--- config.mk ---
export PLATFORM = sky130hd
export DESIGN_NAME = fetch_unit
export DESIGN_NICKNAME = d
export VERILOG_FILES = /design/src/rtl/fetch_unit.sv
export SDC_FILE = /design/constraint.sdc
export NUM_CORES = 1
export LEC_CHECK = 0
export ABC_CLOCK_PERIOD_IN_PS = 5000
export CAP_MARGIN = 0
export CORE_MARGIN = 2
export CORE_UTILIZATION = 59
export DETAILED_ROUTE_END_ITERATION = 8
export GPL_TIMING_DRIVEN = 0
export PLACE_DENSITY = 0.79
export SYNTH_ARGS = -nofsm -noshare
export SYNTH_HDL_FRONTEND = slang
export SYNTH_SLANG_ARGS = --single-unit
export TNS_END_PERCENT = 20
--- constraint.sdc ---
create_clock -name clk_in -period 5 [get_ports clk_in]
set_input_delay 1.25 -clock clk_in [delete_from_list [all_inputs] [get_ports clk_in]]
set_output_delay 1.25 -clock clk_in [all_outputs]
set_load 0.05 [all_outputs]
--- src/rtl/fetch_unit.sv ---
// rtl/fetch_unit.sv - instruction fetch front end with 2-cycle BRAM read tracking and output FIFO
//
// Owns the architectural fetch PC, issues word reads to a 2-cycle-latency
// instruction BRAM, tags each read with its PC in a 2-stage pipe, and
// buffers returned instructions in a small FIFO presented to decode.
//
// Ports:
//   clk_in            - single clock
//   rst_in            - synchronous active-high reset (acts as a redirect to RESET_PC)
//   redirect_valid_in - execute requests a fetch restart
//   redirect_pc_in    - restart PC, bits [1:0] ignored
//   imem_addr_out     - BRAM word address, fetch_pc[AW+1:2]
//   imem_data_in      - BRAM read data, valid 2 cycles after the address
//   inst_out          - instruction at FIFO head (registered)
//   pc_out            - PC of inst_out (registered)
//   valid_out         - FIFO non-empty
//   ready_in          - decode accepts the head this cycle
module fetch_unit #(
    parameter logic [31:0] RESET_PC   = 32'h0000_0000,
    parameter int          IMEM_DEPTH = 128,
    parameter int          FIFO_DEPTH = 4,
    localparam int         AW         = $clog2(IMEM_DEPTH)
) (
    input  logic          clk_in,
    input  logic          rst_in,
    input  logic          redirect_valid_in,
    input  logic [31:0]   redirect_pc_in,
    output logic [AW-1:0] imem_addr_out,
    input  logic [31:0]   imem_data_in,
    output logic [31:0]   inst_out,
    output logic [31:0]   pc_out,
    output logic          valid_out,
    input  logic          ready_in
);

    localparam int PW = $clog2(FIFO_DEPTH);
    localparam int CW = PW + 1;

    logic [31:0]   fetch_pc;
    logic          s0_valid, s1_valid;
    logic [31:0]   s0_pc, s1_pc;

    logic [31:0]   pc_mem   [FIFO_DEPTH];
    logic [31:0]   inst_mem [FIFO_DEPTH];
    logic [PW-1:0] wr_ptr, rd_ptr;
    logic [CW-1:0] fifo_count;

    logic [1:0]    inflight;
    logic [CW-1:0] occupancy;
    logic          issue, deq, wr;
    logic [PW-1:0] rd_next;
    logic [CW-1:0] count_next;
    logic [31:0]   head_pc, head_inst;

    logic          unused_pc_low;
    assign unused_pc_low = ^redirect_pc_in[1:0];

    assign imem_addr_out = fetch_pc[AW+1:2];
    assign valid_out     = (fifo_count != '0);

    always_comb begin
        inflight   = {1'b0, s0_valid} + {1'b0, s1_valid};
        occupancy  = CW'(inflight) + fifo_count;
        // Credits are taken from registered counts only, so a slot freed by
        // a dequeue this cycle is not reusable until next cycle.
        issue      = !redirect_valid_in && (occupancy < CW'(FIFO_DEPTH));
        deq        = valid_out && ready_in;
        wr         = s1_valid && !redirect_valid_in;
        rd_next    = deq ? rd_ptr + PW'(1) : rd_ptr;
        count_next = fifo_count + CW'(wr) - CW'(deq);
        // Next head: if the FIFO drains to empty this cycle while a write
        // lands, the incoming entry becomes the head and must bypass memory.
        if (wr && (rd_next == wr_ptr)) begin
            head_pc   = s1_pc;
            head_inst = imem_data_in;
        end else begin
            head_pc   = pc_mem[rd_next];
            head_inst = inst_mem[rd_next];
        end
    end

    always_ff @(posedge clk_in) begin
        if (!rst_in && wr) begin
            pc_mem[wr_ptr]   <= s1_pc;
            inst_mem[wr_ptr] <= imem_data_in;
        end
    end

    always_ff @(posedge clk_in) begin
        if (rst_in) begin
            fetch_pc   <= RESET_PC;
            s0_valid   <= 1'b0;
            s1_valid   <= 1'b0;
            s0_pc      <= '0;
            s1_pc      <= '0;
            wr_ptr     <= '0;
            rd_ptr     <= '0;
            fifo_count <= '0;
            pc_out     <= '0;
            inst_out   <= '0;
        end else if (redirect_valid_in) begin
            // Flush: reads already in the BRAM pipe return untagged and are dropped.
            fetch_pc   <= {redirect_pc_in[31:2], 2'b00};
            s0_valid   <= 1'b0;
            s1_valid   <= 1'b0;
            wr_ptr     <= '0;
            rd_ptr     <= '0;
            fifo_count <= '0;
        end else begin
            s0_valid <= issue;
            if (issue) begin
                s0_pc    <= fetch_pc;
                fetch_pc <= fetch_pc + 32'd4;
            end
            s1_valid   <= s0_valid;
            s1_pc      <= s0_pc;
            if (wr) begin
                wr_ptr <= wr_ptr + PW'(1);
            end
            rd_ptr     <= rd_next;
            fifo_count <= count_next;
            // Outputs hold their last value while empty.
            if (count_next != '0) begin
                pc_out   <= head_pc;
                inst_out <= head_inst;
            end
        end
    end

endmodule

==> metrics.md, run 1 <==
| Metric | Value |
|---|---|
| Detailed-route wire length | `52600 um` |
| Final count of negative-setup-slack endpoints | `0` |
| Post-route clock period utilization | `95.8%` |
| Most frequent cells in the layout | `sky130_fd_sc_hd__nand2_1, sky130_fd_sc_hd__edfxtp_1, sky130_fd_sc_hd__dfxtp_1, sky130_fd_sc_hd__clkdlybuf4s50_1, sky130_fd_sc_hd__and3_1` |
| Vias in the first global route | `15611` |
| Fill cells | `2199` |
| Ordered list of cells on the worst path | `clkbuf_1, inv_1, clkbuf_1, clkbuf_2, nand2_1, ha_1, inv_1, ha_1, inv_1, fa_1, xnor2_1, xnor2_1, nand3b_1, and2_2, clkbuf_1, o21ai_0, o21ai_1` |
| Worst Path Max Fanout | `10` |
| Hold violation count in the final report | `0` |
| Number of inserted diodes | `0` |
| Crit-path slowest cell | `sky130_fd_sc_hd__and2_2` |
| Fraction of the core area covered by cells at the end of the flow | `slightly above 70%` |
| Clock Latency Late Sink | `0.54 ns` |
| Pin count of the biggest net entering global routing | `53` |
| Tot Pwr | `0.00714 W` |
| Critical Path AT | `~5.3 ns` |
| DR vias | `15961` |
| CTS Sinks | `409` |
| Number of synthesized flops with an enable pin | `about 250` |
| Average via count per standard cell | `6.29` |
| Area of placed instances | `20400 um2` |
| Synthesized instance count | `roughly 1900` |
| Number of different library cells in the post-synthesis netlist | `45` |
| Number of max-cap violations | `0` |
| Crit Path Category | `input pin to flop` |
| Die X | `roughly 180 um` |
| Cell at the root of the clock tree | `sky130_fd_sc_hd__clkbuf_16` |
| Mean area per synthesized cell | `9.60 um2` |
| Initial core utilization | `around three fifths` |
| Number of buffers added by the clock tree synthesis step | `43` |
| Met2 layer usage reported by global route | `51.0%` |
| Fin area | `21800 um2` |
| Min Tclk post-route | `4.79 ns` |
| Number of antenna violations at the first check in global routing | `0` |
| Proportion of synthesized chip area in sequential cells | `around 58%` |
| Clock skew | `0.0108 ns` |
| Startpoint type of the worst setup path | `input pin` |
| NumNets Final | `between 2000 and 2500` |
| Result of the run | `completed` |
| Area growth from synthesis to layout | `18.0%` |
| Max Freq | `209 MHz` |
| Highest-utilization routing layer at the global route stage | `met2` |
| Setup repair after global routing missed its margin | `no` |
| Most common cell after layout, fill and taps aside | `sky130_fd_sc_hd__nand2_1` |
| Combined area of the multi-input logic cells | `just over 7000 um2` |
| H-tree depth | `2` |
| Met3 usage | `5.93%` |
| Crit path largest cell delay | `approximately 0.44 ns` |
| Global routing usage on met1 | `40.1%` |
| Gp weighted congestion | `0.882` |
| Die Area | `32700 um2` |
| Worst slew margin | `46.0%` |
| Top FF cell, synth | `sky130_fd_sc_hd__edfxtp_1` |
| Overflow left after global routing | `0` |
| Clock tree from TritonCTS | `yes` |
| DRC Markers | `0` |
| Die outline height | `181 um` |
| Clock slew at reported path FFs | `0.06 ns` |
| Count of warnings emitted by yosys | `0` |
| Area inside the core boundary | `30700 um2` |
| Antenna-violating nets left | `0` |
| Cell Area, Synth | `roughly 18000 um2` |
| Final number of max-transition violations | `0` |
| First-pass GRT wire length | `81500 um` |
| Average routed wire per standard cell | `20.8 um` |
| Worst path required time | `5.46 ns` |
| Leak Pwr | `7.78 nW` |
| GRT Overall Usage | `31.3%` |
| Slew of the pin with the lowest slew margin | `just over 0.8 ns` |
| # rows | `64` |
| Post-synthesis async set-or-reset flop share | `0%` |
| Clock buffer depth | `3` |
| I/O pin total | `140` |
| First DRT Iteration DRCs | `approximately 2100` |
| Port-buffer cells | `134` |
| Share of cells above drive strength 1 | `5.84%` |
| Hold Crit Class | `flop to flop` |
| Half-perimeter wire length after detailed placement | `33600 um` |
| Endpoint type of the worst setup path | `flop` |
| Power per cell area | `328 nW/um2` |
| VDD IR max | `roughly 0.00026 V` |
| Area of all sequential standard cells | `10700 um2` |
| Pre-Repair DR Iteration Count | `8` |
| Number of synthesized register bits | `~410` |
flip-flops by register name, summed over array words and instances, names as in the netlist:
register    count
pc_out         30
fifo_count      3
s0_valid        1
rd_ptr          2
pc_mem        120
inst_out       32
s1_valid        1
fetch_pc       30
s0_pc          30
wr_ptr          2
s1_pc          30
inst_mem      128
final timing paths:
kind                                                start  depth (start not counted)                         to  slack [ns]
worst min-delay path            inst_out[23]$_SDFFE_PP0P_                          2  inst_out[23]$_SDFFE_PP0P_        0.44
worst max register to register   fifo_count[1]$_SDFF_PP0_                         15    pc_out[12]$_SDFFE_PP0P_        0.81
worst max-delay path                    redirect_valid_in                         17    pc_out[12]$_SDFFE_PP0P_        0.21
worst min register to register  inst_out[23]$_SDFFE_PP0P_                          2  inst_out[23]$_SDFFE_PP0P_        0.44
synth_stat cells, types with 24 or more instances:
master | count | area [um2]
sky130_fd_sc_hd__and3_1 | 131 | 820
sky130_fd_sc_hd__a21oi_1 | 96 | 480
sky130_fd_sc_hd__o21ai_0 | 67 | 335
sky130_fd_sc_hd__buf_2 | 24 | 120
sky130_fd_sc_hd__o21ai_1 | 60 | 300
sky130_fd_sc_hd__a311oi_1 | 65 | 569
sky130_fd_sc_hd__clkbuf_1 | 105 | 394
sky130_fd_sc_hd__nand2_1 | 569 | 2140
sky130_fd_sc_hd__dfxtp_1 | 161 | 3220
sky130_fd_sc_hd__mux2i_1 | 31 | 310
sky130_fd_sc_hd__edfxtp_1 | 248 | 7450
sky130_fd_sc_hd__o211ai_1 | 61 | 458
sky130_fd_sc_hd__nand3_1 | 71 | 355
sky130_fd_sc_hd__nor2_1 | 71 | 267
where the power goes:
group / internal (W) / leakage (nW) / total (W) / switching [W]
registers: 0.00361 / 3.46 / 0.00366 / 0.0000495
clock network: 0.00176 / 0.647 / 0.00302 / 0.00126
logic: 0.000172 / 3.67 / 0.000458 / 0.000286
cells by family after synthesis:
| family | Yosys count | share of synthesized area [%] |
|---|---|---|
| XOR/XNOR | 32 | 1.52 |
| adder cells (fa/ha/maj) | 9 | 0.651 |
| other | 1 | 0.0203 |
| AO/OA/AOI/OAI | 380 | 13.1 |
| AND/OR/NAND/NOR | 887 | 20.9 |
| multiplexers | 32 | 1.74 |
| flip-flops | 409 | 57.8 |
| buffers and inverters | 172 | 4.17 |
metal layers:
| layer | up-vias | share of wire (%) |
|---|---|---|
| met5 | - | 0 |
| met1 | 7323 | 37 |
| li1 | 7195 | - |
| met4 | 0 | 4.5 |
| met2 | 1215 | 46 |
| met3 | 228 | 12 |
through the flow:
stage	hold WS, ns	cells	setup TNS [ns]	setup slack [ns]
floorplan	0.436	1923	0	0.576
global placement	0.433	2453	-215.57	-1.51
detailed placement	0.439	2457	-92.99	-1.59
CTS	0.448	2534	0	0.00488
global route	0.462	2536	0	0.0310
finish	0.443	2536	0	0.208
final cells by class:
cell class | instances | share of cell area [%]
buffer | 158 | 3.36
clock buffer | 58 | 5.44
clock inverter | 21 | 0.655
inverter | 12 | 0.224
multi-input combinational | 1342 | 32.4
sequential | 409 | 49.0
tap | 396 | 2.28
timing repair buffer | 140 | 6.67
worst max-delay path, delay by kind of cell:
| family | cells | cell delay (ns) |
|---|---|---|
| buf+inv | 7 | 1.77 |
| fa+ha+maj | 3 | 0.80 |
| simple gates | 3 | 0.72 |
| compound gates | 2 | 0.38 |
| xor+xnor | 2 | 0.31 |
what timing repair did:
action | CTS | global route
hold endpoints to repair | 0 | 0
setup endpoints to repair | 62 | 61
gates resized for setup | 5 | 19
hold buffers | 0 | 0
setup buffers | 0 | 2
Power figures use the tool's default switching activity.
==> run 2, diff against run 1 <==
RECOVER_POWER = 50   (was not set)
==> metrics.md, run 2 (synthesis results as in run 1) <==
| Metric | Value |
|---|---|
| First DRT Iteration DRCs | `1937 (-6.6%)` |
| Endpoint type of the worst setup path | `flop` |
| Startpoint type of the worst setup path | `input pin` |
| Gp weighted congestion | `0.882 (unchanged)` |
| Setup repair after global routing missed its margin | `no` |
| Overflow left after global routing | `0 (unchanged)` |
| Register name with the most flops | `inst_mem` |
| Final number of max-transition violations | `0 (unchanged)` |
| R2r worst-path depth | `15 (unchanged)` |
| End point of the worst hold path | `inst_out[2]$_SDFFE_PP0P_` |
| Reg2Reg Capture Point | `inst_out[6]$_SDFFE_PP0P_` |
| Worst path required time | `5.48 ns (+0.02 ns)` |
| Biggest regs | `inst_mem (128), pc_mem (120), inst_out (32)` |
| Port-buffer cells | `134 (unchanged)` |
| R2r setup slk | `0.76 ns (-0.05 ns)` |
| Crit Path Category | `input pin to flop` |
| Post-route clock period utilization | `94.7% (-1.1 points)` |
| Number of antenna violations at the first check in global routing | `0 (unchanged)` |
| Crit path largest cell delay | `0.49 ns (+0.05 ns)` |
| Min Tclk post-route | `4.74 ns (-0.0548 ns)` |
| NumNets Final | `2183 (unchanged)` |
| Fin worst setup slack | `0.263 ns (+0.0548 ns)` |
| Worst Path Max Fanout | `10 (unchanged)` |
| Power dissipated by switching net loads | `0.00160 W (about the same)` |
| Pre-Repair DR Iteration Count | `8 (unchanged)` |
| Crit-path slowest cell | `sky130_fd_sc_hd__a21oi_4` |
| Ordered list of cells on the worst path | `clkbuf_1, inv_1, clkbuf_1, clkbuf_2, nand2_1, ha_1, inv_1, ha_1, inv_1, fa_1, xnor2_1, xnor2_1, nand3b_1, a21oi_4, clkbuf_1, nand2_1, o21ai_1` |
| H-tree depth | `2 (unchanged)` |
| Slew of the pin with the lowest slew margin | `1.30 ns (+0.494 ns)` |
| Hold violation count in the final report | `0 (unchanged)` |
| Critical Path AT | `5.21 ns (-0.05 ns)` |
| Number of max-cap violations | `0 (unchanged)` |
| Fin Hold WS | `0.441 ns (-0.00181 ns)` |
| Worst slew margin | `12.0% (-34 points)` |
| CTS Sinks | `409 (unchanged)` |
| Most frequent cells in the layout | `sky130_fd_sc_hd__nand2_1, sky130_fd_sc_hd__edfxtp_1, sky130_fd_sc_hd__dfxtp_1, sky130_fd_sc_hd__and3_1, sky130_fd_sc_hd__clkbuf_1` |
| Final count of negative-setup-slack endpoints | `0 (unchanged)` |
| DR vias | `15828 (-0.83%)` |
| Internal portion of total power | `0.00554 W (-0.11%)` |
| Pin count of the biggest net entering global routing | `53 (unchanged)` |
| Share of cells above drive strength 1 | `5.75% (-0.093 points)` |
| Clock Latency Late Sink | `0.54 ns (about the same)` |
| Area growth from synthesis to layout | `17.9% (about the same)` |
| Cell depth of the worst hold path | `2 (unchanged)` |
| Number of buffers added by the clock tree synthesis step | `43 (unchanged)` |
| GRT Overall Usage | `31.3% (unchanged)` |
| Die Area | `32700 um2 (unchanged)` |
| DP Cell Count | `2457 (unchanged)` |
| Fraction of the core area covered by cells at the end of the flow | `70.9% (about the same)` |
| DRC Markers | `0 (unchanged)` |
| Clock buffer depth | `3 (unchanged)` |
| Most common cell after layout, fill and taps aside | `sky130_fd_sc_hd__nand2_1` |
| Area inside the core boundary | `30700 um2 (unchanged)` |
| Startpoint of the worst hold path | `inst_out[2]$_SDFFE_PP0P_` |
| Switching share of power | `22.4% (+0.031 points)` |
| Average routed wire per standard cell | `20.7 um (-0.22%)` |
| Die outline height | `181 um (unchanged)` |
| Detailed-route wire length | `52500 um (-0.22%)` |
| Cell at the root of the clock tree | `sky130_fd_sc_hd__clkbuf_16` |
| First-pass GRT wire length | `81500 um (unchanged)` |
| Critical R2R Launch | `fifo_count[1]$_SDFF_PP0_` |
| Max Freq | `211 MHz (+1.2%)` |
| Number of standard cells in the layout, taps in and fillers out | `2536 (unchanged)` |
| # rows | `64 (unchanged)` |
| VDD IR max | `0.000259 V (-0.91%)` |
| Max reg flops | `128 (unchanged)` |
| Hold Crit Class | `flop to flop` |
| Tot Pwr | `0.00714 W (about the same)` |
| Power per cell area | `328 nW/um2 (about the same)` |
| Number of inserted diodes | `0 (unchanged)` |
| Die X | `181 um (unchanged)` |
| Beginning of the critical path | `redirect_valid_in` |
| Fill cells | `2203 (+0.18%)` |
| Relative contribution of sequential cells to total power | `51.3% (about the same)` |
| Clock slew at reported path FFs | `0.06 ns (about the same)` |
| Clock skew | `0.0118 ns (+0.000960 ns)` |
| Average via count per standard cell | `6.24 (-0.83%)` |
| Clock tree from TritonCTS | `yes` |
| Clock network fraction of total power | `42.4% (about the same)` |
| Combinational share of power | `6.3% (about the same)` |
| Leak Pwr | `7.82 nW (+0.51%)` |
| Vias in the first global route | `15611 (unchanged)` |
| Dpl ws | `-1.59 ns (unchanged)` |
| Result of the run | `completed` |
| Initial core utilization | `60.1% (unchanged)` |
| Antenna-violating nets left | `0 (unchanged)` |
| I/O pin total | `140 (unchanged)` |
| Half-perimeter wire length after detailed placement | `33600 um (unchanged)` |
run 2: cell count changes in the layout (fill, tap and decap cells not counted), sizes merged:
cell           change
clkdlybuf4s50     -42
dlygate4sd3       +42
run 2: worst max-delay path by stage:
stage	endpoint	depth (start not counted)
after floorplan	inst_out[16]$_SDFFE_PP0P_	17
after global placement	pc_out[14]$_SDFFE_PP0P_	17
after detailed placement	pc_out[13]$_SDFFE_PP0P_	17
after CTS	inst_out[24]$_SDFFE_PP0P_	17
after global routing	inst_out[11]$_SDFFE_PP0P_	17
final	inst_out[6]$_SDFFE_PP0P_	17
run 2: layout make-up:
type                    count  area (um2)  share of cell area [%]
well taps                 396         495                    2.28
multi-input cells        1342        7030                    32.3
inverters                  12        46.3                   0.213
clock buffers              58        1180                    5.45
repair buffers            140        1450                    6.67
flip-flops and latches    409       10700                    49.1
clock inverters            21         143                   0.656
plain buffers             158         731                    3.36
run 2: timing repair:
action | CTS | global route
hold buffers | 0 | 0
pin swaps | 0 | 0
gates resized for setup | 5 | 19
setup endpoints to repair | 62 | 61
buffers inserted | 0 | 2
run 2: stage by stage:
| step | area, um2 | setup TNS [ns] |
|---|---|---|
| 2_1_floorplan | 18400 | 0 |
| 3_3_place_gp | 20300 | -215.57 |
| 3_5_place_dp | 20400 | -92.99 |
| 4_1_cts | 21700 | 0 |
| 5_1_grt | 21800 | 0 |
| 6_report | 21800 | 0 |
run 2: power groups by stage:
stage	registers, W	clock network, W	logic [W]
finish	0.00366	0.00302	0.000451
global placement	0.00373	0	0.000435
floorplan	0.00377	0	0.000217
CTS	0.00366	0.00304	0.000450
detailed placement	0.00373	0	0.000446
global route	0.00367	0.00318	0.000482
run 2: critical path, delay by kind of cell:
family	cells	cell delay [ns]
buf+inv	7	1.81
fa+ha+maj	3	0.80
compound gates	2	0.58
simple gates	3	0.39
xor+xnor	2	0.37
run 2: routing by layer:
| layer | track usage [%] | up-vias | part of all wire [%] |
|---|---|---|---|
| met5 | 0 | - | 0 |
| met4 | 16.0 | 0 | 4.1 |
| met3 | 5.93 | 196 | 12 |
| met2 | 51.0 | 1130 | 47 |
| met1 | 40.1 | 7296 | 37 |
| li1 | - | 7206 | - |
